<file path="src/rtl/fb_pkg.sv">
// Shared definitions for the framebuffer arbiter and any future pixel-path blocks.
//   FB_WIDTH / FB_HEIGHT : default framebuffer geometry in pixels
//   cpu_state_e          : CPU request port FSM states
//   rgb888_t             : expanded 8-bit-per-channel pixel
//   rgb332_expand        : RGB332 byte -> 8-bit r/g/b by bit replication
package fb_pkg;

    localparam int unsigned FB_WIDTH  = 320;
    localparam int unsigned FB_HEIGHT = 240;

    typedef enum logic [1:0] {
        IDLE = 2'd0,
        WAIT = 2'd1,
        ACK  = 2'd2
    } cpu_state_e;

    typedef struct packed {
        logic [7:0] r;
        logic [7:0] g;
        logic [7:0] b;
    } rgb888_t;

    // Replicating the top bits keeps full-scale codes at 8'hFF and zero at 8'h00.
    function automatic rgb888_t rgb332_expand(input logic [7:0] p);
        rgb888_t c;
        c.r = {p[7:5], p[7:5], p[7:6]};
        c.g = {p[4:2], p[4:2], p[4:3]};
        c.b = {p[1:0], p[1:0], p[1:0], p[1:0]};
        return c;
    endfunction

endpackage

</file>
<file path="src/rtl/fb_cpu_port.sv">
// CPU side of the framebuffer arbiter: request FSM, read-data capture and ack pulse.
//   clock25mhz    : system clock
//   resetn        : synchronous active-low reset
//   grant_allowed : high when the video side leaves the RAM port free this cycle
//   cpu_req/we/addr : held stable by the requester until cpu_ack
//   mem_rdata     : RAM read data (one cycle after the granted address)
//   cpu_grant     : this cycle the RAM port carries the CPU access
//   cpu_mem_we    : write enable to use while granted (dropped for out-of-range addresses)
//   cpu_ack       : one-cycle completion pulse
//   cpu_rdata     : last read result, held until the next read completes
module fb_cpu_port
    import fb_pkg::*;
#(
    parameter int unsigned WIDTH  = FB_WIDTH,
    parameter int unsigned HEIGHT = FB_HEIGHT,
    parameter int unsigned ADDR_W = $clog2(WIDTH * HEIGHT)
) (
    input  logic              clock25mhz,
    input  logic              resetn,
    input  logic              grant_allowed,
    input  logic              cpu_req,
    input  logic              cpu_we,
    input  logic [ADDR_W-1:0] cpu_addr,
    input  logic [7:0]        mem_rdata,
    output logic              cpu_grant,
    output logic              cpu_mem_we,
    output logic              cpu_ack,
    output logic [7:0]        cpu_rdata
);

    localparam logic [ADDR_W-1:0] NumPix = ADDR_W'(WIDTH * HEIGHT);

    cpu_state_e state_q;
    logic       op_read_q;
    logic       op_ok_q;
    logic       ack_q;
    logic [7:0] rdata_q;
    logic       addr_ok;

    assign addr_ok    = (cpu_addr < NumPix);
    assign cpu_grant  = resetn && (state_q == IDLE) && cpu_req && grant_allowed;
    assign cpu_mem_we = cpu_we && addr_ok;
    assign cpu_ack    = ack_q;
    assign cpu_rdata  = rdata_q;

    always_ff @(posedge clock25mhz) begin
        if (!resetn) begin
            state_q   <= IDLE;
            op_read_q <= 1'b0;
            op_ok_q   <= 1'b0;
            ack_q     <= 1'b0;
            rdata_q   <= 8'h00;
        end else begin
            case (state_q)
                IDLE: begin
                    ack_q <= 1'b0;
                    if (cpu_grant) begin
                        op_read_q <= !cpu_we;
                        op_ok_q   <= addr_ok;
                        state_q   <= WAIT;
                    end
                end
                WAIT: begin
                    // RAM data for the granted address is on mem_rdata now.
                    if (op_read_q) begin
                        rdata_q <= op_ok_q ? mem_rdata : 8'h00;
                    end
                    ack_q   <= 1'b1;
                    state_q <= ACK;
                end
                ACK: begin
                    // cpu_req is not looked at here, so a requester dropping req
                    // the cycle after ack cannot re-trigger the same access.
                    ack_q   <= 1'b0;
                    state_q <= IDLE;
                end
                default: begin
                    ack_q   <= 1'b0;
                    state_q <= IDLE;
                end
            endcase
        end
    end

endmodule

</file>
<file path="src/rtl/fb_arbiter.sv">
// Shares one single-port synchronous framebuffer RAM between video scanout and a CPU port.
// Scanout always wins; the CPU gets every cycle scanout does not fetch. Pixels are RGB332,
// expanded to 8-bit r/g/b with a fixed 2-cycle latency from vid_x/vid_y.
//   clock25mhz           : pixel/system clock
//   resetn               : synchronous active-low reset
//   vid_x, vid_y         : scanout coordinate from the hdmi block
//   vid_r, vid_g, vid_b  : expanded pixel, zero for out-of-range coordinates
//   cpu_req/we/addr/wdata: CPU request, held until cpu_ack
//   cpu_ack, cpu_rdata   : completion pulse and read data
//   mem_addr/we/wdata    : RAM port, mem_rdata arrives one cycle after mem_addr
module fb_arbiter
    import fb_pkg::*;
#(
    parameter int unsigned WIDTH  = FB_WIDTH,
    parameter int unsigned HEIGHT = FB_HEIGHT,
    parameter int unsigned ADDR_W = $clog2(WIDTH * HEIGHT)
) (
    input  logic              clock25mhz,
    input  logic              resetn,
    input  logic [11:0]       vid_x,
    input  logic [11:0]       vid_y,
    output logic [7:0]        vid_r,
    output logic [7:0]        vid_g,
    output logic [7:0]        vid_b,
    input  logic              cpu_req,
    input  logic              cpu_we,
    input  logic [ADDR_W-1:0] cpu_addr,
    input  logic [7:0]        cpu_wdata,
    output logic              cpu_ack,
    output logic [7:0]        cpu_rdata,
    output logic [ADDR_W-1:0] mem_addr,
    output logic              mem_we,
    output logic [7:0]        mem_wdata,
    input  logic [7:0]        mem_rdata
);

    logic [ADDR_W-1:0] vaddr;
    logic              in_range;
    logic              vid_fetch;
    logic [ADDR_W-1:0] last_vid_addr_q;
    logic              fetch_d1_q;
    logic              valid1_q;
    logic              valid2_q;
    logic [7:0]        pix_q;
    logic [ADDR_W-1:0] mem_addr_q;
    logic [7:0]        mem_wdata_q;
    logic              cpu_grant;
    logic              cpu_mem_we;
    rgb888_t           pix_rgb;

    assign vaddr    = ADDR_W'(vid_y) * ADDR_W'(WIDTH) + ADDR_W'(vid_x);
    assign in_range = (vid_x < 12'(WIDTH)) && (vid_y < 12'(HEIGHT));
    // Same address as last time means pix_q already holds it; no refetch.
    assign vid_fetch = resetn && in_range && (vaddr != last_vid_addr_q);

    fb_cpu_port #(
        .WIDTH (WIDTH),
        .HEIGHT(HEIGHT),
        .ADDR_W(ADDR_W)
    ) u_cpu_port (
        .clock25mhz   (clock25mhz),
        .resetn       (resetn),
        .grant_allowed(!vid_fetch),
        .cpu_req      (cpu_req),
        .cpu_we       (cpu_we),
        .cpu_addr     (cpu_addr),
        .mem_rdata    (mem_rdata),
        .cpu_grant    (cpu_grant),
        .cpu_mem_we   (cpu_mem_we),
        .cpu_ack      (cpu_ack),
        .cpu_rdata    (cpu_rdata)
    );

    // RAM port mux; address and write data hold their last value when the port is idle.
    always_comb begin
        mem_addr  = mem_addr_q;
        mem_we    = 1'b0;
        mem_wdata = mem_wdata_q;
        if (vid_fetch) begin
            mem_addr = vaddr;
        end else if (cpu_grant) begin
            mem_addr  = cpu_addr;
            mem_we    = cpu_mem_we;
            mem_wdata = cpu_wdata;
        end
    end

    always_ff @(posedge clock25mhz) begin
        if (!resetn) begin
            // All-ones is never a valid pixel address, so the first coordinate fetches.
            last_vid_addr_q <= '1;
            fetch_d1_q      <= 1'b0;
            valid1_q        <= 1'b0;
            valid2_q        <= 1'b0;
            pix_q           <= 8'h00;
            mem_addr_q      <= '0;
            mem_wdata_q     <= 8'h00;
        end else begin
            if (vid_fetch) begin
                last_vid_addr_q <= vaddr;
            end
            fetch_d1_q <= vid_fetch;
            // Only capture when the previous cycle was a video fetch; otherwise
            // mem_rdata belongs to a CPU access.
            if (fetch_d1_q) begin
                pix_q <= mem_rdata;
            end
            valid1_q    <= in_range;
            valid2_q    <= valid1_q;
            mem_addr_q  <= mem_addr;
            mem_wdata_q <= mem_wdata;
        end
    end

    always_comb begin
        pix_rgb = '0;
        if (valid2_q) begin
            pix_rgb = rgb332_expand(pix_q);
        end
    end

    assign vid_r = pix_rgb.r;
    assign vid_g = pix_rgb.g;
    assign vid_b = pix_rgb.b;

endmodule

</file>
<file path="config.mk">
export PLATFORM = sky130hd
export DESIGN_NAME = fb_arbiter
export DESIGN_NICKNAME = d
export VERILOG_FILES = /design/src/rtl/fb_pkg.sv /design/src/rtl/fb_cpu_port.sv /design/src/rtl/fb_arbiter.sv
export SDC_FILE = /design/constraint.sdc
export NUM_CORES = 1
export LEC_CHECK = 0
export ABC_AREA = 1
export ABC_CLOCK_PERIOD_IN_PS = 5190
export BUFFER_PORTS_ARGS = -buffer_cell sky130_fd_sc_hd__buf_2
export CORE_MARGIN = 2
export CORE_UTILIZATION = 53
export DETAILED_ROUTE_END_ITERATION = 12
export GPL_ROUTABILITY_DRIVEN = 0
export GPL_TIMING_DRIVEN = 0
export PLACE_DENSITY = 0.78
export SKIP_LAST_GASP = 1
export SLEW_MARGIN = 10
export SYNTH_ARGS = -nofsm -noshare
export SYNTH_HDL_FRONTEND = slang
export SYNTH_HIERARCHICAL = 1
export SYNTH_SLANG_ARGS = --single-unit
</file>
<file path="constraint.sdc">
create_clock -name clock25mhz -period 5.19 [get_ports clock25mhz]
set_input_delay 0.2595 -clock clock25mhz [delete_from_list [all_inputs] [get_ports clock25mhz]]
set_output_delay 0.2595 -clock clock25mhz [all_outputs]
set_load 0.05 [all_outputs]
</file>
==> flow_summary_export.csv <==
group,metric,value,unit
sta,finalHoldViolations,0,
pwr,power.leakage,2.94,nW
final_layout,num-fill-cells,683,
sta,skew,0.0115,ns
worst_setup_path,r2r-end,"mem_addr_q[12]",
logic_synthesis,synth_mux_area_share,6.59,%
placement,place_inst,799,
final_layout,regArea,0.00132,mm^2
clock_tree,root_buffer,"clkbuf_8",
logic_synthesis,synth.avg_cell_area,7.39,um^2
placement,placed_area,0.00499,mm^2
worst_setup_path,arrival,4.52,ns
clock_tree,htree_levels,3,
worst_setup_path,crit_path_start,"vid_y[1]",
logic_synthesis,ys_types,39,
logic_synthesis,synthAdderAreaFrac,7.09,%
worst_setup_path,crit_path_end,"mem_addr[12]",
drt,wl,10500,um
final_layout,final_nets,794,
clock_tree,cts_tree,"done",
pwr,peakVddDrop,0.000107,V
logic_synthesis,synth_xor_area_share,2.26,%
worst_setup_path,r2r_setup_slack,2.29,ns
final_layout,drive_above_1_share,34.3,%
logic_synthesis,synth_area_leaders,"dfxtp_1 31%, nand2_1 12%, nand3_1 8.9%",
worst_setup_path,cp.required,4.93,ns
sta,period_needed,4.78,ns
worst_setup_path,cp-start-kind,"input port",
floorplanning,num_rows,32,
logic_synthesis,synth_warnings,6,
global_routing,grt_max_degree,13,
logic_synthesis,synth_compound_area_share,7.82,%
hold_path,hp-class,"input port to register",
worst_setup_path,cp_slowest_cell,"fa_2",
clock_tree,cts_max_path_buffers,2,
global_routing,globalRouteOverflowTotal,0,
sta,setup_viol,0,
pwr,p_per_area,263,mW/mm^2
sta,fmax,0.209,GHz
logic_synthesis,yosys.area_share.simple,34.3,%
sta,post-route-period-util,92.2,%
floorplanning,core_area,0.00777,mm^2
global_routing,grt_pass1_vias,3954,
clock_tree,clk_latency,0.35,ns
floorplanning,dieArea,0.00879,mm^2
worst_setup_path,slowest_delay,0.38,ns
status,status,"complete, no violations",
final_layout,final_cells,817,
logic_synthesis,seq_area_frac_synth,30.9,%
drt,drc,0,
final_layout,antenna_cells,0,
final_layout,fin_area,0.00524,mm^2
sta,relSlewSlack,52.2,%
floorplanning,io_pins,120,
worst_setup_path,rr_startpoint,"last_vid_addr_q[0]",
logic_synthesis,synth_nets,662,
worst_setup_path,reg2regPathDepth,18,
worst_setup_path,cp-end-kind,"output pin",
placement,hpwl,8290,um
placement,portBuffers,119,
global_routing,grt_pass1_wl,17100,um
final_layout,area_growth,22.7,%
drt,drt_iter0_drc,171,
floorplanning,initial_core_util,55.0,%
clock_tree,cts_buffers,9,
clock_tree,clk_pin_slew,0.08,ns
logic_synthesis,synth.top_cell.area_share,30.9,%
logic_synthesis,synth_area,0.00427,mm^2
sta,finalMaxSlewViolations,0,
logic_synthesis,syn_inst,578,
job,maxCapViolCount,0,
final_layout,multi_input_area,0.00249,mm^2
drt,drtAntennaViolNets,0,
worst_setup_path,crit_family,"simple AND/OR/NAND/NOR gates",
sta,worstMarginPinSlew,0.717,ns
drt,drt_first_pass_iters,4,
clock_tree,postCtsHoldBufs,0,
worst_setup_path,cp_max_fo,10,
worst_setup_path,crit_type,"input port to output pin",
worst_setup_path,cpMostUsedCell,"nand2_1",
drt,viasPerCell,5.18,
drt,vias,4233,
global_routing,antenna_found_initial,0,
worst_setup_path,path_buf_inv,4,
logic_synthesis,synth_top_family_by_area,"simple AND/OR/NAND/NOR gates",
logic_synthesis,synth_top_cell_by_area,"dfxtp_1",
global_routing,grt_usage,24.2,%
worst_setup_path,crit_cells,26,
clock_tree,cts_sinks,66,
floorplanning,die_w,93.8,um
logic_synthesis,ys_ff_latch,66,
floorplanning,dieHeight,93.8,um
drt,wl_per_cell,12.9,um
[cells in the mapped netlist (all sizes together)]
master / n
nand4: 5
nand3: 81
and3: 2
clkinv: 1
nor4: 2
nor2: 39
dfxtp: 66
xor2: 2
a22oi: 8
ha: 21
inv: 60
xnor2: 9
nand2: 164
fa: 2
o21ai: 12
o21a: 1
a21oi: 33
buf: 24
or2: 4
nor3: 1
clkbuf: 11
nand3b: 5
mux2: 25
[worst min-delay path, delay by kind of cell]
| family | cells | cell delay, ns |
|---|---|---|
| buf+inv | 1 | 0.09 |
| simple gates | 2 | 0.14 |
[kinds of logic (layout without fill, tap and decap cells)]
| kind of cell | count (synthesis) | after routing |
|---|---|---|
| xor gates and xnor gates | 11 | 11 |
| buffers and inverters | 96 | 233 |
| adders and majority gates | 23 | 23 |
| DFF | 66 | 66 |
| AOI/OAI and AO/OA | 54 | 54 |
| muxes | 25 | 25 |
| and+or+nand+nor | 303 | 303 |
[layout by cell type (no fill, tap or decap), drive strengths merged, types with 2 or more instances in the layout]
cell type  instances
buf              148
mux2              25
nand4              5
clkinv             4
ha                21
nand3b             5
inv               61
nand3             81
xor2               2
clkbuf            18
nor4               2
o21ai             12
and3               2
nor2              39
dfxtp             66
a21oi             33
fa                 2
xnor2              9
a22oi              8
or2                4
nand2            164
[worst min-delay path by stage]
| stage | cells after the start | start | slack, ns | end |
|---|---|---|---|---|
| after detailed placement | 2 | valid1_q | 0.42 | valid2_q |
| after global placement | 2 | valid1_q | 0.40 | valid2_q |
| after CTS | 3 | mem_rdata[2] | 0.16 | pix_q[2] |
| after global routing | 3 | mem_rdata[5] | 0.17 | pix_q[5] |
| final | 3 | mem_rdata[5] | 0.17 | pix_q[5] |
| after floorplan | 2 | valid1_q | 0.39 | valid2_q |
[metrics by stage]
| step | power [mW] | setup WS (ns) | setup TNS, ns | util (%) | hold WS, ns |
|---|---|---|---|---|---|
| after floorplan | 0.844 | 0.460 | 0 | - | 0.390 |
| after global placement | 0.927 | -0.315 | -4.79 | 64.3 | 0.397 |
| after detailed placement | 0.940 | -0.400 | -6.98 | 64.3 | 0.424 |
| after CTS | 1.38 | 0.0291 | 0 | 66.9 | 0.162 |
| after global routing | 1.45 | -0.00296 | -0.00296 | 67.5 | 0.171 |
| final | 1.38 | 0.406 | 0 | 67.5 | 0.168 |
[per-layer routing]
metal	up-vias	share of wire [%]	track usage, %
met4	0	1.8	10.5
met3	18	4.4	3.53
met5	-	0	0
li1	2130	-	-
met2	103	51	42.6
met1	1982	43	29.1
[report_power, final]
| group | switching [mW] | internal [mW] | leakage [nW] |
|---|---|---|---|
| logic | 0.265 | 0.144 | 2.30 |
| registers | 0.00531 | 0.520 | 0.536 |
| clock network | 0.208 | 0.236 | 0.103 |
[what timing repair did]
action,in CTS,in global routing
gates resized for setup,2,10
pin swaps,0,1
setup endpoints to repair,20,23
cloned,0,0
setup buffers,0,3
[state kept, by name, indices dropped and copies added (netlist names), 2 cells and up]
| signal | cells |
|---|---|
| u_cpu_port/state_q | 2 |
| u_cpu_port/cpu_rdata | 8 |
| mem_addr_q | 17 |
| last_vid_addr_q | 17 |
| pix_q | 8 |
| mem_wdata_q | 8 |
[layout make-up]
type,count,share of cell area [%]
Multi-Input combinational cell,416,47.6
Sequential cell,66,25.2
Timing Repair Buffer,122,11.8
Buffer,34,4.77
Inverter,61,4.37
Clock buffer,10,2.63
Tap cell,102,2.43
Clock inverter,6,1.24
(Power assumes the default switching activity.)
